File: src/rtl/gpu_pkg.sv
// Shared GPU definitions: frame geometry defaults, pixel queue entry, address helper.
package gpu_pkg;

  localparam int unsigned GPU_FB_W      = 256;
  localparam int unsigned GPU_FB_H      = 192;
  localparam int unsigned GPU_BASE_ADDR = 49152;
  localparam int unsigned PIX_ADDR_W    = 32;
  localparam int unsigned PIX_COLOR_W   = 8;

  // One queued pixel write: VRAM byte address plus colour.
  typedef struct packed {
    logic [PIX_ADDR_W-1:0]  addr;
    logic [PIX_COLOR_W-1:0] color;
  } pix_entry_t;

  // Byte address of (x, y) in the back frame; side=1 means frame 1 is shown, so draw at offset 0.
  function automatic logic [PIX_ADDR_W-1:0] pix_lin_addr(
    input logic        side,
    input logic [9:0]  x,
    input logic [9:0]  y,
    input int unsigned fb_w,
    input int unsigned base
  );
    logic [PIX_ADDR_W-1:0] frame_base;
    frame_base   = side ? PIX_ADDR_W'(0) : PIX_ADDR_W'(base);
    pix_lin_addr = frame_base + PIX_ADDR_W'(y) * PIX_ADDR_W'(fb_w) + PIX_ADDR_W'(x);
  endfunction

endpackage

File: src/rtl/pixel_writer_fifo.sv
// pixel_fifo: small FIFO of pix_entry_t with registered full/empty flags.
// full_o reads high while in reset so no entry can be accepted until the first edge after release.
module pixel_fifo
  import gpu_pkg::*;
#(
  parameter int unsigned DEPTH = 4
) (
  input  logic       clk,
  input  logic       rst_n,
  input  logic       push_i,
  input  pix_entry_t push_data_i,
  input  logic       pop_i,
  output pix_entry_t pop_data_o,
  output logic       full_o,
  output logic       empty_o
);

  localparam int unsigned PTR_W = (DEPTH > 1) ? $clog2(DEPTH) : 1;
  localparam int unsigned CNT_W = PTR_W + 1;

  pix_entry_t       mem_q [DEPTH];
  logic [PTR_W-1:0] wr_ptr_q, wr_ptr_d;
  logic [PTR_W-1:0] rd_ptr_q, rd_ptr_d;
  logic [CNT_W-1:0] count_q, count_d;
  logic             full_q, empty_q;
  logic             do_push, do_pop;

  assign do_push    = push_i & ~full_q;
  assign do_pop     = pop_i & ~empty_q;
  assign pop_data_o = mem_q[rd_ptr_q];
  assign full_o     = full_q;
  assign empty_o    = empty_q;

  // Pointer and occupancy update; pointers wrap naturally at the power-of-two depth.
  always_comb begin
    wr_ptr_d = wr_ptr_q;
    rd_ptr_d = rd_ptr_q;
    count_d  = count_q;
    if (do_push) wr_ptr_d = wr_ptr_q + PTR_W'(1);
    if (do_pop)  rd_ptr_d = rd_ptr_q + PTR_W'(1);
    case ({do_push, do_pop})
      2'b10:   count_d = count_q + CNT_W'(1);
      2'b01:   count_d = count_q - CNT_W'(1);
      default: count_d = count_q;
    endcase
  end

  // Control state; reset discards everything queued.
  always_ff @(posedge clk or negedge rst_n) begin
    if (!rst_n) begin
      wr_ptr_q <= '0;
      rd_ptr_q <= '0;
      count_q  <= '0;
      full_q   <= 1'b1;
      empty_q  <= 1'b1;
    end else begin
      wr_ptr_q <= wr_ptr_d;
      rd_ptr_q <= rd_ptr_d;
      count_q  <= count_d;
      full_q   <= (count_d == CNT_W'(DEPTH));
      empty_q  <= (count_d == CNT_W'(0));
    end
  end

  // Entry storage, written on accepted push only.
  always_ff @(posedge clk) begin
    if (do_push) mem_q[wr_ptr_q] <= push_data_i;
  end

endmodule

File: src/rtl/pixel_writer.sv
// pixel_writer: queues rasterizer pixels and merges them with cmd_clear writes onto VRAM port B.
// Clear writes always win; pixels drain one per cycle otherwise.
// Build option PIXEL_WRITER_CLIP_EN: drop off-frame pixels and count them in clip_count.
module pixel_writer
  import gpu_pkg::*;
#(
  parameter int unsigned FB_W       = GPU_FB_W,
  parameter int unsigned FB_H       = GPU_FB_H,
  parameter int unsigned BASE_ADDR  = GPU_BASE_ADDR,
  parameter int unsigned ADDR_W     = 18,
  parameter int unsigned FIFO_DEPTH = 4
) (
  input  logic              CLK,
  input  logic              rst,
  input  logic              side,
  input  logic              pix_valid,
  output logic              pix_ready,
  input  logic [9:0]        pix_x,
  input  logic [9:0]        pix_y,
  input  logic [7:0]        pix_color,
  input  logic              clear_we,
  input  logic [ADDR_W-1:0] clear_addr,
  input  logic [7:0]        clear_data,
  output logic              vram_we_b,
  output logic [ADDR_W-1:0] vram_addr_b,
  output logic [7:0]        vram_data_b,
  output logic              busy,
  output logic [15:0]       clip_count
);

  logic              fifo_full, fifo_empty;
  logic              accept, in_frame, push, pop;
  pix_entry_t        push_entry, head_entry;
  logic              we_q, we_d;
  logic [ADDR_W-1:0] addr_q, addr_d;
  logic [7:0]        data_q, data_d;
  logic              unused_addr_hi;

  assign pix_ready      = ~fifo_full;
  assign busy           = ~fifo_empty;
  assign accept         = pix_valid & pix_ready;
  assign in_frame       = (32'(pix_x) < FB_W) && (32'(pix_y) < FB_H);
  assign pop            = ~clear_we & ~fifo_empty;
  assign unused_addr_hi = ^head_entry.addr[PIX_ADDR_W-1:ADDR_W];

  // Address is fixed at accept time so later side swaps do not move queued pixels.
  always_comb begin
    push_entry       = '0;
    push_entry.addr  = pix_lin_addr(side, pix_x, pix_y, FB_W, BASE_ADDR);
    push_entry.color = pix_color;
  end

`ifdef PIXEL_WRITER_CLIP_EN
  logic [15:0] clip_q, clip_d;

  assign push       = accept & in_frame;
  assign clip_count = clip_q;

  // Saturating count of accepted-but-dropped off-frame pixels.
  always_comb begin
    clip_d = clip_q;
    if (accept && !in_frame && (clip_q != 16'hFFFF)) clip_d = clip_q + 16'd1;
  end

  // Clip counter register.
  always_ff @(posedge CLK or negedge rst) begin
    if (!rst) clip_q <= '0;
    else      clip_q <= clip_d;
  end
`else
  logic unused_in_frame;

  assign unused_in_frame = in_frame;
  assign push            = accept;
  assign clip_count      = 16'h0;
`endif

  pixel_fifo #(
    .DEPTH (FIFO_DEPTH)
  ) u_fifo (
    .clk         (CLK),
    .rst_n       (rst),
    .push_i      (push),
    .push_data_i (push_entry),
    .pop_i       (pop),
    .pop_data_o  (head_entry),
    .full_o      (fifo_full),
    .empty_o     (fifo_empty)
  );

  // Port-B mux: clear first, then queued pixel; idle cycles keep addr/data.
  always_comb begin
    we_d   = 1'b0;
    addr_d = addr_q;
    data_d = data_q;
    if (clear_we) begin
      we_d   = 1'b1;
      addr_d = clear_addr;
      data_d = clear_data;
    end else if (pop) begin
      we_d   = 1'b1;
      addr_d = ADDR_W'(head_entry.addr);
      data_d = head_entry.color;
    end
  end

  // Registered VRAM port-B outputs.
  always_ff @(posedge CLK or negedge rst) begin
    if (!rst) begin
      we_q   <= 1'b0;
      addr_q <= '0;
      data_q <= '0;
    end else begin
      we_q   <= we_d;
      addr_q <= addr_d;
      data_q <= data_d;
    end
  end

  assign vram_we_b   = we_q;
  assign vram_addr_b = addr_q;
  assign vram_data_b = data_q;

endmodule

File: config.mk
export PLATFORM = sky130hd
export DESIGN_NAME = pixel_writer
export DESIGN_NICKNAME = d
export VERILOG_FILES = /design/src/rtl/gpu_pkg.sv /design/src/rtl/pixel_writer_fifo.sv /design/src/rtl/pixel_writer.sv
export SDC_FILE = /design/constraint.sdc
export NUM_CORES = 1
export LEC_CHECK = 0
export BUFFER_PORTS_ARGS = -buffer_cell sky130_fd_sc_hd__buf_2
export CORE_MARGIN = 4
export CORE_UTILIZATION = 55
export DETAILED_ROUTE_END_ITERATION = 10
export GPL_ROUTABILITY_DRIVEN = 0
export PLACE_DENSITY = 0.88
export SLEW_MARGIN = 10
export SYNTH_ARGS = -nofsm -noshare
export SYNTH_HDL_FRONTEND = slang
export SYNTH_SLANG_ARGS = --single-unit
File: constraint.sdc
create_clock -name CLK -period 2.2 [get_ports CLK]
set_input_delay 0 -clock CLK [delete_from_list [all_inputs] [get_ports CLK]]
set_output_delay 0 -clock CLK [all_outputs]
set_load 0.1 [all_outputs]
* Word-level counts from Yosys, hierarchy flattened *
Memory sizes are Yosys's and may differ from the RTL's.
Cells that the tools add are included.

storage, ports and cells
  output and inout port bits = 45
  latch bits = 0
  memory bits (writable) = 112
  ROM bits = 0
  input port bits = 59
  memories = 1
  flip-flop bits (word level) = 36

memories
  name          depth  width  rd ports  clocked after Yosys merged registers in  write ports  line                     text
  u_fifo.mem_q  4      28     1         0                                        1            pixel_writer_fifo.sv:21  pix_entry_t mem_q [DEPTH];

cells by class
  shift operators = 0
  divide/modulo/power cells = 0
  magnitude comparators = 0
  equal/unequal tests = 3
  bitwise gates (word level) = 7
  reduce and logical (&&, ||, !) cells = 2
  $mul = 0
  muxes and demuxes = 10
  add/subtract/negate cells = 6

operators by type and width
  operator               count
  $mux W18               2
  $add A19 B10 Y20       1
  $add A16 B18 Y19       1
  $mux W16               1
  $mux W8                2
  $pmux W3 S2            1
  $add A2 B1 Y2 const B  2
  $and A1 B1 Y1          4
  $mux W1                4
  $add A3 B1 Y3 const B  1
  $eq A3 B3 Y1 const B   1
  $logic_not A3 Y1       1
  $not A1 Y1             3
  $sub A3 B1 Y3 const B  1
  $eq A2 B1 Y1 const B   1
  $eq A2 B2 Y1 const B   1
  $reduce_bool A2 Y1     1

* Longest topological paths before layout *
  depth in word-level cells = 6
  mapped depth = 9

* Hierarchy *
Synthesis repeated with hierarchy kept, for this count alone.

second synthesis, totals
  cell total of the unflattened synthesis = 429
  area total of the unflattened synthesis = 7981.4 sq um

modules (own cells, without submodules)
  module        sequential area each (sq um)  times used  area each (sq um)  cells each
  pixel_fifo    5032.3                        1           6323.6             257
  pixel_writer  675.6                         1           1657.8             172

* Least setup slack after synthesis *
Ideal clock, no wire load.

  path kind = register -> register
  start point = register u_fifo.full_q, in the netlist u_fifo.full_o
  end point = register u_fifo.full_q, in the netlist u_fifo.full_o
  stages on the path, launching flop included = 10
  slack = 268 ps
  path buffers = 1
  setup time = 61 ps
  period minus slack after synthesis = 1932 ps
  required time = 2139 ps
  data arrival time = 1871 ps
  cell sequence = dfstp_2 > nor2b_1 > clkbuf_1 > inv_1 > ha_1 > fa_1 > xnor2_1 > nor2_1 > xor2_1 > and2_1

between the ends
  longest elaborated chain between the ends = 6
  elaborated cells on any way between the ends = 7
  those cells by class = 3 x eq/ne; 1 x mux; 3 x bitwise

RTL lines
  item                                          line                                         text
  start: declaration                            pixel_writer_fifo.sv:25                      logic full_q, empty_q;
  start signal: assignment                      pixel_writer_fifo.sv:60                      full_q <= (count_d == CNT_W'(DEPTH));
  $not A1 Y1 *                                  pixel_writer_fifo.sv:28, pixel_writer.sv:39
  $and A1 B1 Y1                                 pixel_writer.sv:41                           assign accept = pix_valid & pix_ready;
  $and A1 B1 Y1 *                               pixel_writer_fifo.sv:28                      assign do_push = push_i & ~full_q;
  $eq A2 B1 Y1 or $eq A2 B2 Y1 (tied branches)  pixel_writer_fifo.sv:41                      case ({do_push, do_pop})
  $pmux W3 S2 *                                 pixel_writer_fifo.sv:41
  net u_fifo.count_d[2]                         pixel_writer_fifo.sv:24                      logic [CNT_W-1:0] count_q, count_d;
  $eq A3 B3 Y1 *                                pixel_writer_fifo.sv:60

Mark *: on every way through the listed nets, which the timed path passes. The rest lies on a longest branch.
A chain may end at the register's enable or synchronous reset.

* Worst setup path after layout *
Same ends and word-level chain as after synthesis.

==> impl_metrics.toml <==
[synth]
ys_top_cells_by_area = "edfxtp_1 (54%), dfrtp_1 (15%), mux4_2 (7.1%)"
synthCells = 343
yosys.area.top_type = "edfxtp_1"
synth-seq-cells = 140
yosys.area.top_type_share_pct = 54.32
yosysUniqueCellTypes = 32
ys_seq_area_share_pct = 70.03
yosys_warnings = 0
avgSynthCellArea_um2 = 16.76
netlist_area_um2 = 5749

[place]
dp_cells = 564
hpwl_um = 7405
port_buffers = 87

[cells_and_area]
regArea_um2 = 4028
n_fill_cell = 606
mostFrequentLayoutCells = "edfxtp_1 (104), buf_2 (87), nand2_1 (56), dlygate4sd3_1 (52), dfrtp_1 (33)"
layout-drive-gt1-share_pct = 30.08
layout.nets = 569
final_common_cell = "edfxtp_1"
n_antenna_cell = 0
final_cells = 648
multi_input_area_um2 = 1509
syn2layout_area_growth_pct = 28.88

[global_route]
antenna_found_initial = 0
grt_max_degree = 37
grt_pass1_vias = 3641
gr-total-overflow = 0
grt_use_total_pct = 22.77
grt_pass1_wl_um = 19330

[min_path]
min_path_type = "in2reg"

[clock_network]
h-tree-depth = 4
cts_root_buffer = "clkbuf_8"
cts_resized = 0
clock_sinks = 140
clkLatencyLatePin_ps = 530
path_clk_slew_ps = 60
cts_made_buffers = 17
holdBufCountCts = 52
cts_tree = "done"
cts_setup_buffers = 0
clock_path_buffers = 2

[timing]
setup_viol = 0
worstMarginPinSlew_ps = 898.8
slew_headroom_pct = 40.08
min_period_ps = 1928
rsz0062_at_grt = "false"
slew_violations = 0
finalCritPeriodShare_pct = 87.63
fin_worst_skew_ps = 8.320
finalHoldViolCount = 0
fmax_mhz = 518.7
tns_ps = 0

[setup_path]
critical_path.cell_chain = "nor2b_1 -> inv_1 -> ha_1 -> fa_1 -> xnor2_1 -> nor2_1 -> xor2_1 -> and2_1"
crit_slowest_cell = "fa_1"
critPathLaunchType = "flip-flop"
cp-end-kind = "flip-flop"
path_max_fanout = 3
slowest_delay_ps = 390
arrival_ps = 2400
worst-setup-path-type = "reg2reg"
cp.required_ps = 2670

[drt]
via_count = 3557
postRouteAntennaNets = 0
vias_per_cell = 5.489
remaining_drc_errors = 0
drtIter0Drc = 331
drt-total-wl_um = 12820
drt-wirelength-per-cell_um = 19.78
drtPass1Iterations = 5

[floorplan]
io_pins = 104
fp.dieH_um = 110.2
dieArea_um2 = 12150
die_width_um = 110.2
num_rows = 37
start_util_pct = 56.19
core-area_um2 = 10230

[flow_run]
timing.max_cap.violations = 0

[power]
power_leakage_uw = 0.002990
ir_drop_mv = 0.6755
cellPowerDensity_nw_per_um2 = 1373

[status]
status = "completed"
[cell families (layout without fill, tap and decap cells)]
logic type | count (synthesis) | after routing | synth area share, %
xor+xnor | 14 | 14 | 2.133
other cells | 1 | 16 | 0.06523
flops | 140 | 140 | 70.03
compound gates | 33 | 33 | 4.070
simple gates | 74 | 74 | 5.397
fa+ha+maj | 11 | 11 | 2.655
mux | 27 | 27 | 10.90
buf+inv | 43 | 197 | 4.744
[final timing paths]
check / startpoint / end / slack, ps / cells after the start
worst min register to register: u_fifo.count_q[2] / u_fifo.count_q[2] / 480 / 1
min in group asynchronous: rst / vram_data_b[3] / 150 / 2
max in group asynchronous: rst / u_fifo.rd_ptr_q[0] / 1430 / 2
worst max register to register: u_fifo.full_o / u_fifo.full_o / 270 / 8
worst min-delay path: clear_we / vram_data_b[6] / 40 / 5
worst max-delay path: u_fifo.full_o / u_fifo.full_o / 270 / 8
[power breakdown]
group	internal, uW	switching, uW	total (uW)
Combinational	1060	2470	3530
Sequential	3520	343	3860
Clock	1710	1080	2790
Total	6290	3890	10200
[cell type report]
cell class / instances / area share (%)
clock buffer: 19 / 5.691
clock inverter: 13 / 2.026
inverter: 12 / 0.6079
multi-input combinational: 175 / 20.36
sequential: 140 / 54.36
tap: 136 / 2.297
timing repair buffer: 153 / 14.66
[worst max-delay path: cells and delay by family (launching register included)]
| kind | cells | cell delay [ps] |
|---|---|---|
| xor gates and xnor gates | 2 | 370 |
| adders and majority gates | 2 | 620 |
| buffers and inverters | 1 | 60 |
| DFF | 1 | 370 |
| and+or+nand+nor | 3 | 450 |
[routing by layer]
metal	share of wire (%)	up-vias	global-route usage, %	wire length [um]
met4	2.9	0	9.587	366
met1	38	1762	27.97	4885
met5	0	-	0	0
li1	-	1573	-	-
met3	7.4	33	7.280	954
met2	52	189	37.48	6610
[sequential cells by signal, indices dropped and copies added (netlist names)]
register / count
u_fifo.count_q: 3
u_fifo.full_o: 1
u_fifo.empty_o: 1
vram_addr_b: 18
u_fifo.rd_ptr_q: 2
vram_we_b: 1
u_fifo.mem_q: 104
vram_data_b: 8
u_fifo.wr_ptr_q: 2
[synthesized netlist by cell type]
cell and count:
nor2_1 5, edfxtp_1 104, o31ai_1 1, dfstp_2 2
and3b_1 1, xor2_1 5, a22oi_1 26, nor2_2 1
conb_1 1, nand3_1 3, a31oi_1 1, mux4_2 18
mux2_2 1, xnor2_1 9, inv_1 12, mux4_1 8
buf_2 9, nor3b_1 1, and2_1 5, buf_1 1
buf_12 2, nor2b_1 1, fa_1 2, buf_4 16
nand2b_1 1, clkbuf_1 2, dfrtp_1 34, o21ai_0 2
buf_6 1, a21oi_1 3, ha_1 9, nand2_1 56
[metrics by stage]
step | cell area [um^2] | hold WS, ps | worst slack (ps) | total power (uW) | util (%)
3_5_place_dp | 6317 | 172.4 | 283.3 | 7321 | 61.75
2_1_floorplan | 5806 | -295.6 | 267.6 | 6611 | -
6_report | 7410 | 39.66 | 272.1 | 10180 | 72.42
5_1_grt | 7410 | 47.35 | 147.3 | 10610 | 72.42
4_1_cts | 7410 | 21.57 | 253.1 | 10200 | 72.42
3_3_place_gp | 6317 | 135.3 | 408.7 | 7181 | 61.75
Power figures use the tool's default switching activity.
